==> config.mk <==
export PLATFORM = sky130hd
export DESIGN_NAME = unidade_busca
export DESIGN_NICKNAME = d
export VERILOG_FILES = /design/src/rtl/pacote_riscv.sv /design/src/rtl/registrador_pc.sv /design/src/rtl/unidade_busca.sv
export SDC_FILE = /design/constraint.sdc
export NUM_CORES = 1
export LEC_CHECK = 0
export ABC_CLOCK_PERIOD_IN_PS = 5700
export CAP_MARGIN = 20
export CORE_UTILIZATION = 45
export CTS_CLUSTER_SIZE = 14
export DETAILED_ROUTE_END_ITERATION = 10
export PLACE_DENSITY = 0.78
export SLEW_MARGIN = 20
export SYNTH_ARGS = -nofsm -noshare
export SYNTH_HDL_FRONTEND = slang
export SYNTH_SLANG_ARGS = --single-unit
==> constraint.sdc <==
create_clock -name clk -period 5.7 [get_ports clk]
set_input_delay 1.14 -clock clk [delete_from_list [all_inputs] [get_ports clk]]
set_output_delay 1.14 -clock clk [all_outputs]
set_load 0.02 [all_outputs]
==> src/rtl/pacote_riscv.sv <==
// Shared constants for the instruction-fetch slice: FSM encoding, PC step, NOP.
package pacote_riscv;

  localparam logic [1:0]  EST_INICIO = 2'd0;
  localparam logic [1:0]  EST_BUSCA  = 2'd1;
  localparam logic [1:0]  EST_ERRO   = 2'd2;

  localparam logic [31:0] INCR_PC    = 32'd4;
  localparam logic [31:0] INSTR_NOP  = 32'h0000_0033;

endpackage

==> src/rtl/registrador_pc.sv <==
// Program-counter register: redirect load has priority over sequential increment.
module registrador_pc
  import pacote_riscv::*;
#(
  parameter logic [31:0] RESET_PC = 32'h0000_0000
) (
  input  logic        clk,
  input  logic        rst_n,
  input  logic        carrega,
  input  logic        incrementa,
  input  logic [31:0] alvo,
  output logic [31:0] pc
);

  // Load on redirect, step by one word on capture, otherwise hold.
  always_ff @(posedge clk) begin
    if (!rst_n)          pc <= RESET_PC;
    else if (carrega)    pc <= alvo;
    else if (incrementa) pc <= pc + INCR_PC;
  end

endmodule

==> src/rtl/unidade_busca.sv <==
// Instruction-fetch stage: owns the PC, registers the memory word and hands
// {instruction, PC} to the decoder over valid/ready; traps misaligned redirects.
module unidade_busca
  import pacote_riscv::*;
#(
  parameter int          ADDR_W   = 8,
  parameter logic [31:0] RESET_PC = 32'h0000_0000
) (
  input  logic              clk,
  input  logic              rst_n,
  output logic [ADDR_W-1:0] endereco_instr,
  input  logic [31:0]       dado_instr,
  input  logic              desvio_valido,
  input  logic [31:0]       desvio_alvo,
  output logic [31:0]       instr_saida,
  output logic [31:0]       pc_saida,
  output logic              valido,
  input  logic              pronto,
  output logic              erro_alinhamento,
  output logic [31:0]       contador_instr
);

  logic [1:0]  estado;
  logic [31:0] pc;
  logic        em_busca, alinhado, desvio, captura, transfere;

  assign em_busca  = (estado == EST_BUSCA);
  assign alinhado  = (desvio_alvo[1:0] == 2'b00);
  assign desvio    = em_busca && desvio_valido;
  // A redirect in the same cycle drops the in-flight word, so it is not counted.
  assign captura   = em_busca && !desvio_valido && (!valido || pronto);
  assign transfere = valido && pronto && !desvio;

  // Memory sees only the word index; upper PC bits wrap silently.
  assign endereco_instr = pc[ADDR_W+1:2];

  registrador_pc #(.RESET_PC(RESET_PC)) u_pc (
    .clk        (clk),
    .rst_n      (rst_n),
    .carrega    (desvio && alinhado),
    .incrementa (captura),
    .alvo       (desvio_alvo),
    .pc         (pc)
  );

  // FSM, fetch register and trap flag.
  always_ff @(posedge clk) begin
    if (!rst_n) begin
      estado           <= EST_INICIO;
      instr_saida      <= '0;
      pc_saida         <= '0;
      valido           <= 1'b0;
      erro_alinhamento <= 1'b0;
    end else begin
      case (estado)
        EST_INICIO: estado <= EST_BUSCA;
        EST_BUSCA: begin
          if (desvio_valido) begin
            valido <= 1'b0;
            if (!alinhado) begin
              estado           <= EST_ERRO;
              erro_alinhamento <= 1'b1;
            end
          end else if (captura) begin
            instr_saida <= dado_instr;
            pc_saida    <= pc;
            valido      <= 1'b1;
          end
        end
        default: valido <= 1'b0;
      endcase
    end
  end

  // Count instructions actually accepted by the decoder.
  always_ff @(posedge clk) begin
    if (!rst_n)         contador_instr <= '0;
    else if (transfere) contador_instr <= contador_instr + 32'd1;
  end

endmodule

Yosys cells after proc, flatten, opt, wreduce, memory -nomap -nowiden
Index checks and enable logic that the tools add are counted.
{ "totals": {"register_bits": 132, "in_bits": 68, "wordCells": 42} }
{ "op_classes": {"n_addsub": 2, "eq_ne": 4, "mux": 8, "bitwise_logic": 3, "n_reduce_logical": 18} }
{ "ops": {"columns": ["cell", "n"], "rows": [
  ["32-bit 2-to-1 mux", 2],
  ["32-bit by 1-bit adder with 32-bit output (second input constant)", 1],
  ["32-bit by 3-bit adder with 32-bit output (second input constant)", 1],
  ["3-bit AND reduction", 3],
  ["1-bit logical AND", 6],
  ["2-bit logical NOT", 2],
  ["2-bit 2-to-1 mux", 2],
  ["2-bit inequality test (second input constant)", 2],
  ["2-bit case mux with 2 select lines", 1],
  ["2-bit nonzero test", 2],
  ["1-bit logical NOT", 3],
  ["3-bit by 2-bit inequality test with 1-bit output (second input constant)", 1],
  ["1-bit NOT", 3],
  ["2-bit by 1-bit equality test with 1-bit output (second input constant)", 1],
  ["1-bit 2-to-1 mux", 2],
  ["1-bit case mux with 2 select lines", 1],
  ["2-bit AND reduction", 1],
  ["1-bit logical OR", 1]
]} }

Logic depth before layout (Yosys ltp)
Gate-level depths: netlist of the first run.
{ "depth": {"ltp_word": 6, "ltp_mapped": 7, "mapped_depth_nobuf": 6} }

Hierarchy
From an unflattened synthesis of the first run, not the netlist that was laid out.
{ "unflattened": {"hier_cells": 714, "area_unflattened_um2": 5744.3} }
{ "by_module_without_submodules": {"columns": ["mod", "instances", "cells_per_inst", "area_per_inst_um2", "seq_area_each_um2"], "rows": [
  ["unidade_busca", 1, 481, 3880.0, 2001.9],
  ["registrador_pc", 1, 233, 1864.3, 640.6]
]} }

Least setup slack after synthesis of the first run
OpenSTA, ideal clock, no wires.
{ "synth_timing": {"kind": "input -> register", "start": "input port desvio_valido", "end": "register contador_instr[29]", "setup_time_ns": 0.070, "arrival_ns": 2.920, "required_time_ns": 5.630, "path_slack_ns": 2.710, "cell_stages": 7, "n_path_buf": 2, "path_cell_list": "and3b_1 buf_6 or4_4 or3_4 buf_6 or4_1 a21oi_1"} }
{ "synth_via": {"elab_chain_cells": 3} }
{ "synth_lines": {"columns": ["element", "line_no", "text"], "rows": [
  ["start: declaration", "unidade_busca.sv:13", "input logic desvio_valido,"],
  ["1-bit logical AND", "unidade_busca.sv:29", "assign desvio = em_busca && desvio_valido;"],
  ["1-bit logical NOT", "unidade_busca.sv:32", "assign transfere = valido && pronto && !desvio;"],
  ["1-bit logical AND", "unidade_busca.sv:32", null],
  ["end signal: assignment", "unidade_busca.sv:78", "else if (transfere) contador_instr <= contador_instr + 32'd1;"],
  ["end: declaration", "unidade_busca.sv:20", "output logic [31:0] contador_instr"]
]} }
No other way between the ends.
A chain may end at the register's enable or synchronous reset.

Worst setup path in the final report of the first run
{ "layout_timing": {"start": "input port desvio_valido", "end": "register u_pc.pc[24]"} }
{ "layout_via": {"elab_chain_cells": 4} }
{ "layout_lines": {"columns": ["element", "line_no", "text"], "rows": [
  ["1-bit logical NOT", "unidade_busca.sv:31", "assign captura = em_busca && !desvio_valido && (!valido || pronto);"],
  ["1-bit logical AND (2 in a row)", "unidade_busca.sv:31", null],
  ["2-bit nonzero test (no source line)", null, null],
  ["end signal: assignment", "registrador_pc.sv:18", "else if (carrega) pc <= alvo;"],
  ["end signal: assignment", "registrador_pc.sv:19", "else if (incrementa) pc <= pc + INCR_PC;"],
  ["end: declaration", "registrador_pc.sv:12", "output logic [31:0] pc"]
]} }
Parallel ways exist; a longest one is shown, timed or not.

==> metrics.md, run 1 <==
| Metric | Value |
|---|---|
| Hold buffer count at CTS | `0` |
| H-tree Lvls | `4` |
| Setup Buffers After CTS | `0` |
| Synth area leader | `dfxtp_1` |
| Worst endpoint required time | `5.97 ns` |
| Largest net degree at the start of global routing | `61` |
| GR peak layer | `met2` |
| Drt first pass iters | `7` |
| Met3 Use GR | `5.95%` |
| RSZ-0062 raised after global routing | `false` |
| Critical Path Start Type | `input port` |
| Tot GR Track Use | `23.9%` |
| Dpl hpwl | `10.3 mm` |
| Gp weighted congestion | `0.838` |
| Via density | `5.44` |
| Clock Latency Late Sink | `0.40 ns` |
| Outcome | `finished, final reports clean` |
| Vias | `5,437` |
| Filler cell count | `997` |
| YS warnings | `0` |
| Yosys reg bits | `132` |
| Number of global-route vias before repair | `5,186` |
| Final setup viols | `0` |
| IO Count | `174` |
| Final hold viol count | `0` |
| HP Class | `reg -> reg` |
| Peak supply drop | `0.000170 V` |
| Routed WL | `14.9 mm` |
| Final Util | `65.5%` |
| Seq/Total Area, Yosys | `47.8%` |
| Max Clock Skew | `0.00901 ns` |
| Commonest cells in the netlist | `152 x nand2_1, 132 x dfxtp_1, 104 x a21oi_1` |
| Slowest Stage Delay on Critical Path | `0.85 ns` |
| Reg2reg setup slack | `3.18 ns` |
| Static Leak | `2.59 nW` |
| Crit path time final | `3.34 ns` |
| MaxCap Viol Count | `0` |
| Arrival time at the worst endpoint | `3.62 ns` |
| Post-Syn Area per Cell | `7.99 sq um` |
| Cts bufs inserted | `17` |
| Wire per inst | `14.9 microns` |
| Met1 Usage GRT | `29.9%` |
| Number of core rows | `40` |
| Syn Inst Count | `692` |
| Core ar. | `12,000 sq um` |
| CTS tree | `built` |
| Area of the mapped netlist | `5530 sq um` |
| Fmax achieved | `299 MHz` |
| Number of nets still failing antenna checks after routing | `0` |
| Clock transition at path regs | `0.06 ns` |
| Initial Utilization | `46.0%` |
| Die Span Y | `113 microns` |
| Post-synth top area share | `47.8%` |
| N_diodes | `0` |
| Area growth syn-to-layout | `42.2%` |
| Clock root buffer | `clkbuf_16` |
| Die X | `113 microns` |
| Worst setup EP type | `flop` |
| EDFF count, synth | `0` |
| Final period util | `58.7%` |
| DRC errors left | `0` |
| Layout cells sized above 1 | `5.16%` |
| Met2 GRT Util | `40.1%` |
| Synth cell types | `44` |
| Worst path slowest cell | `nor4_1` |
| Setup_tns | `0 ns` |
| Initial antenna violation count | `0` |
| Maximum root-to-sink buffer count | `2` |
| Pins Over Slew Limit | `0` |
| WS Path Type | `in -> reg` |
| Crit-path max FO | `6` |
| Rel. slew slack | `34.8%` |
| Dominant cells by area after synthesis | `dfxtp_1 48%, nand2_1 10%, a21oi_1 9.4%` |
| Post-CTS sizing | `0` |
| First-pass GRT wire length | `24.5 mm` |
| Net count reported at finish | `909` |
| Clock sink total | `132` |
| Die area | `12,700 sq um` |
| Power density over the cells | `285 nW/um^2` |
| Crit path cell chain | `clkdlybuf4s50_1 > or3b_2 > nor4_1 > nor3b_1 > xnor2_1 > a21oi_1` |
| Port bufs | `173` |
| Dominant synthesized flop cell | `dfxtp_1` |
| Fraction of registers with async set/reset | `0%` |
| Worst-Margin Slew | `0.970 ns` |
| DRT iter0 DRCs | `385` |
| Overflow after GRT | `0` |
| Count leader, synth | `nand2_1` |
| Syn nets | `762` |
-- stage by stage --
step / cells / total power (W) / instance area (sq um) / worst slack, ns / hold WS, ns
3_3_place_gp: 967 / 0.00118 / 7270 / 2.13 / 0.440
2_1_floorplan: 692 / 0.00108 / 5530 / 2.71 / 0.427
3_5_place_dp: 967 / 0.00118 / 7270 / 1.98 / 0.446
5_1_grt: 999 / 0.00233 / 7870 / 2.23 / 0.469
4_1_cts: 999 / 0.00226 / 7870 / 2.42 / 0.453
6_report: 999 / 0.00224 / 7870 / 2.36 / 0.452
-- per-layer routing --
layer | wire [microns] | part of all wire (%)
met5 | 0 | 0
met4 | 233 | 1.6
met3 | 911 | 6.1
met2 | 7320 | 49
met1 | 6450 | 43
-- kinds of logic (layout without fill, tap and decap cells) --
group | count (synthesis) | after routing | synth area share (%)
xor+xnor | 40 | 40 | 6.33
fa+ha+maj | 2 | 2 | 0.452
mux | 2 | 2 | 0.362
flops | 132 | 132 | 47.8
compound gates | 155 | 155 | 15.2
buf+inv | 64 | 224 | 5.16
simple gates | 297 | 297 | 24.7
-- where the power goes --
group / internal [W] / total, W / switching (W)
Sequential: 0.000947 / 0.000967 / 0.0000204
Combinational: 0.0000946 / 0.000197 / 0.000103
Clock: 0.000700 / 0.00108 / 0.000379
Total: 0.00174 / 0.00224 / 0.000503
-- flip-flops by register name (all words and copies together) (netlist names) --
register / flops
contador_instr: 32
erro_alinhamento: 1
estado: 2
instr_saida: 32
pc_saida: 32
u_pc.pc: 32
valido: 1
-- worst max-delay path, delay by kind of cell --
kind | cells | cell delay, ns
xor+xnor | 1 | 0.17
compound gates | 1 | 0.09
buf+inv | 1 | 0.48
simple gates | 3 | 1.74
-- final timing paths --
kind,start,endpoint,cells past startpoint
max reg2reg,estado[0]$_SDFFE_PN0P_,u_pc.pc[24]$_SDFFE_PN0P_,5
min reg2reg,instr_saida[8]$_SDFFE_PN0P_,instr_saida[8]$_SDFFE_PN0P_,2
min,instr_saida[8]$_SDFFE_PN0P_,instr_saida[8]$_SDFFE_PN0P_,2
max,desvio_valido,u_pc.pc[24]$_SDFFE_PN0P_,6
-- area by class of cell --
type | count | area, sq um | share of cell area (%)
multi-input cells | 496 | 2610 | 33.2
well taps | 147 | 184 | 2.34
inverters | 13 | 50.0 | 0.636
clock buffers | 24 | 502 | 6.38
clock inverters | 8 | 97.6 | 1.24
flip-flops and latches | 132 | 2640 | 33.6
repair buffers | 179 | 1780 | 22.6
-- cells in the final DEF, fill, tap and decap left out, types with 5 or more instances in the layout --
| master | instances |
|---|---|
| nand2_1 | 151 |
| clkdlybuf4s50_1 | 173 |
| nor4_1 | 17 |
| or3_1 | 7 |
| nor2_1 | 41 |
| or4_1 | 5 |
| inv_1 | 12 |
| dfxtp_1 | 132 |
| clkbuf_8 | 5 |
| nand4_1 | 14 |
| buf_4 | 6 |
| and3_1 | 13 |
| nand3_1 | 16 |
| a21oi_1 | 104 |
| xor2_1 | 15 |
| o21ai_0 | 30 |
| xnor2_1 | 25 |
| clkbuf_16 | 17 |
| nor3_1 | 13 |
No activity file was read; power rests on OpenSTA's default activity.
==> run 2, diff against run 1 <==
--- a/config.mk
+++ b/config.mk
@@ -5,7 +5,7 @@
 export SDC_FILE = /design/constraint.sdc
 export NUM_CORES = 1
 export LEC_CHECK = 0
-export ABC_CLOCK_PERIOD_IN_PS = 5700
+export ABC_CLOCK_PERIOD_IN_PS = 3300
 export CAP_MARGIN = 20
 export CORE_UTILIZATION = 45
 export CTS_CLUSTER_SIZE = 14
==> constraint.sdc (replaced) <==
create_clock -name clk -period 3.3 [get_ports clk]
set_input_delay 0.66 -clock clk [delete_from_list [all_inputs] [get_ports clk]]
set_output_delay 0.66 -clock clk [all_outputs]
set_load 0.02 [all_outputs]
==> metrics.md, run 2 (synthesis gave the netlist of run 1 again) <==
| Metric | Value |
|---|---|
| Die Span Y | `113 microns (unchanged)` |
| DRC errors left | `0 (unchanged)` |
| Critical Path End | `contador_instr[29]$_SDFFE_PN0P_` |
| Setup_tns | `0 ns (unchanged)` |
| Wire per inst | `15.4 microns (+2.8%)` |
| Reg2Reg Depth | `6 (+1)` |
| Core ar. | `12,000 sq um (unchanged)` |
| Worst path slowest cell | `or4_4` |
| Reg2reg end | `u_pc.pc[25]$_SDFFE_PN0P_` |
| Clock transition at path regs | `0.06 ns (about the same)` |
| Static Leak | `2.66 nW (+2.5%)` |
| First-pass GRT wire length | `24.8 mm (+1.4%)` |
| Worst setup EP type | `flop` |
| Vias | `5,436 (-0.018%)` |
| Area used by multi-input combinational logic | `2610 sq um (unchanged)` |
| Initial Utilization | `46.0% (unchanged)` |
| Most common cell after layout, fill and taps aside | `clkdlybuf4s50_1` |
| Peak supply drop | `0.000264 V (+55%)` |
| Initial antenna violation count | `0 (unchanged)` |
| Number of nets still failing antenna checks after routing | `0 (unchanged)` |
| Setup Buffers After CTS | `0 (unchanged)` |
| Power density over the cells | `496 nW/um^2 (+74%)` |
| Hold_ws | `0.453 ns (+0.00132 ns)` |
| Final instance area | `7970 sq um (+1.3%)` |
| Met1 Usage GRT | `28.2% (-1.7 points)` |
| Worst-Margin Slew | `0.629 ns (-0.341 ns)` |
| Worst R2R Start | `u_pc.pc[6]$_SDFFE_PN0P_` |
| IO Count | `174 (unchanged)` |
| Post-DP Area | `7350 sq um (+1.2%)` |
| Worst endpoint required time | `3.65 ns (-2.32 ns)` |
| Routed WL | `15.5 mm (+3.9%)` |
| Area taken by flip-flops and latches | `2640 sq um (unchanged)` |
| DRT iter0 DRCs | `419 (+8.8%)` |
| Final setup viols | `0 (unchanged)` |
| Hold buffer count at CTS | `0 (unchanged)` |
| Crit path time final | `2.58 ns` |
| Maximum root-to-sink buffer count | `2 (unchanged)` |
| Count of buffer and inverter cells on the critical path | `1 (unchanged)` |
| Net count reported at finish | `919 (+1.1%)` |
| Largest net degree at the start of global routing | `59 (-3.3%)` |
| Tot GR Track Use | `24.6% (+0.73 points)` |
| GR peak layer | `met2` |
| Final hold viol count | `0 (unchanged)` |
| Via density | `5.39 (-1.0%)` |
| Crit path depth | `6 (unchanged)` |
| H-tree Lvls | `4 (unchanged)` |
| Worst setup path startpoint | `desvio_valido` |
| Port bufs | `173 (unchanged)` |
| Crit path cell chain | `clkdlybuf4s50_1 > and3b_1 > or4_4 > or3_4 > or4_1 > a21oi_1` |
| Post-CTS sizing | `0 (unchanged)` |
| Critical Path Start Type | `input port` |
| Number of core rows | `40 (unchanged)` |
| Met2 GRT Util | `44.1% (+4.0 points)` |
| Outcome | `finished, final reports clean` |
| Die X | `113 microns (unchanged)` |
| Arrival time at the worst endpoint | `2.93 ns (-0.69 ns)` |
| Final period util | `78.3%` |
| RSZ-0062 raised after global routing | `false` |
| N_diodes | `0 (unchanged)` |
| Slowest Stage Delay on Critical Path | `0.55 ns (-0.30 ns)` |
| Cell family with most CP delay | `simple AND/OR/NAND/NOR gates` |
| Rel. slew slack | `57.9% (+23 points)` |
| Overflow after GRT | `0 (unchanged)` |
| Dpl ws | `0.309 ns (-1.67 ns)` |
| Filler cell count | `1,022 (+2.5%)` |
| CTS tree | `built` |
| Placed Instances | `977 (+1.0%)` |
| MaxCap Viol Count | `0 (unchanged)` |
| Layout cells sized above 1 | `6.26% (+1.1 points)` |
| Met3 Use GR | `5.95% (unchanged)` |
| Clock Latency Late Sink | `0.41 ns (about the same)` |
| Number of global-route vias before repair | `5,231 (+0.87%)` |
| Pins Over Slew Limit | `0 (unchanged)` |
| HP Class | `reg -> reg` |
| Max Clock Skew | `0.00777 ns (-0.00125 ns)` |
| Clock sink total | `132 (unchanged)` |
| Cts bufs inserted | `17 (unchanged)` |
| Gp weighted congestion | `0.829 (-1.1%)` |
| Drt first pass iters | `5 (-2)` |
| Final WS setup | `0.717 ns (-1.64 ns)` |
| Reg2reg setup slack | `1.00 ns (-2.18 ns)` |
| Clock root buffer | `clkbuf_16` |
| WS Path Type | `in -> reg` |
| Non-filler cells, final | `1,009 (+1.0%)` |
| Area growth syn-to-layout | `44.0%` |
| Dpl hpwl | `11.0 mm (+6.6%)` |
| Fmax achieved | `387 MHz` |
| Crit-path max FO | `11 (+5)` |
| Die area | `12,700 sq um (unchanged)` |
| Highest-count cells in the layout ignoring fill and taps | `173 x clkdlybuf4s50_1, 151 x nand2_1, 132 x dfxtp_1` |
run 2: cell types whose count changed in the layout (fill, tap and decap cells not counted):
cell        change
clkinvlp_4      -1
buf_4           +9
clkinv_2        +1
clkbuf_8        -1
bufinv_16       +1
buf_12          +1
run 2: power breakdown:
group | switching (W) | internal [W]
combinational | 0.000183 | 0.000172
sequential | 0.0000332 | 0.00164
clock | 0.000663 | 0.00126
run 2: area by class of cell:
type,instances,area share [%]
Clock buffer,23,6.13
Inverter,13,0.628
Clock inverter,9,1.57
Sequential cell,132,33.2
Timing Repair Buffer,189,23.4
Multi-Input combinational cell,496,32.8
Tap cell,147,2.31
run 2: worst register-to-register path: stages, from the launching register on:
cell,delay (ns)
dfxtp_1,0.30
buf_4,0.16
nand4_1,0.24
or4_1,0.78
nor4_1,0.43
xnor2_1,0.17
a21oi_1,0.08
run 2: worst min path at each step:
stage	cells after the start	from	end	slack [ns]
2_1_floorplan	2	u_pc.pc[0]$_SDFFE_PN0P_	pc_saida[0]$_SDFFE_PN0P_	0.43
3_3_place_gp	2	u_pc.pc[0]$_SDFFE_PN0P_	pc_saida[0]$_SDFFE_PN0P_	0.44
3_5_place_dp	2	instr_saida[15]$_SDFFE_PN0P_	instr_saida[15]$_SDFFE_PN0P_	0.45
4_1_cts	2	instr_saida[15]$_SDFFE_PN0P_	instr_saida[15]$_SDFFE_PN0P_	0.45
5_1_grt	2	instr_saida[1]$_SDFFE_PN0P_	instr_saida[1]$_SDFFE_PN0P_	0.47
6_report	2	instr_saida[26]$_SDFFE_PN0P_	instr_saida[26]$_SDFFE_PN0P_	0.45
run 2: routing by layer:
metal  part of all wire, %  vias to the layer above
met4                   1.6                        0
met5                     0                        -
met3                   6.2                       16
met1                    42                     2546
met2                    50                      180
li1                      -                     2694
run 2: per-stage QoR:
step                power, W  util (%)
finish               0.00395      66.3
floorplan            0.00187         -
CTS                  0.00398      66.3
global placement     0.00205      61.2
global route         0.00408      66.3
detailed placement   0.00206      61.2
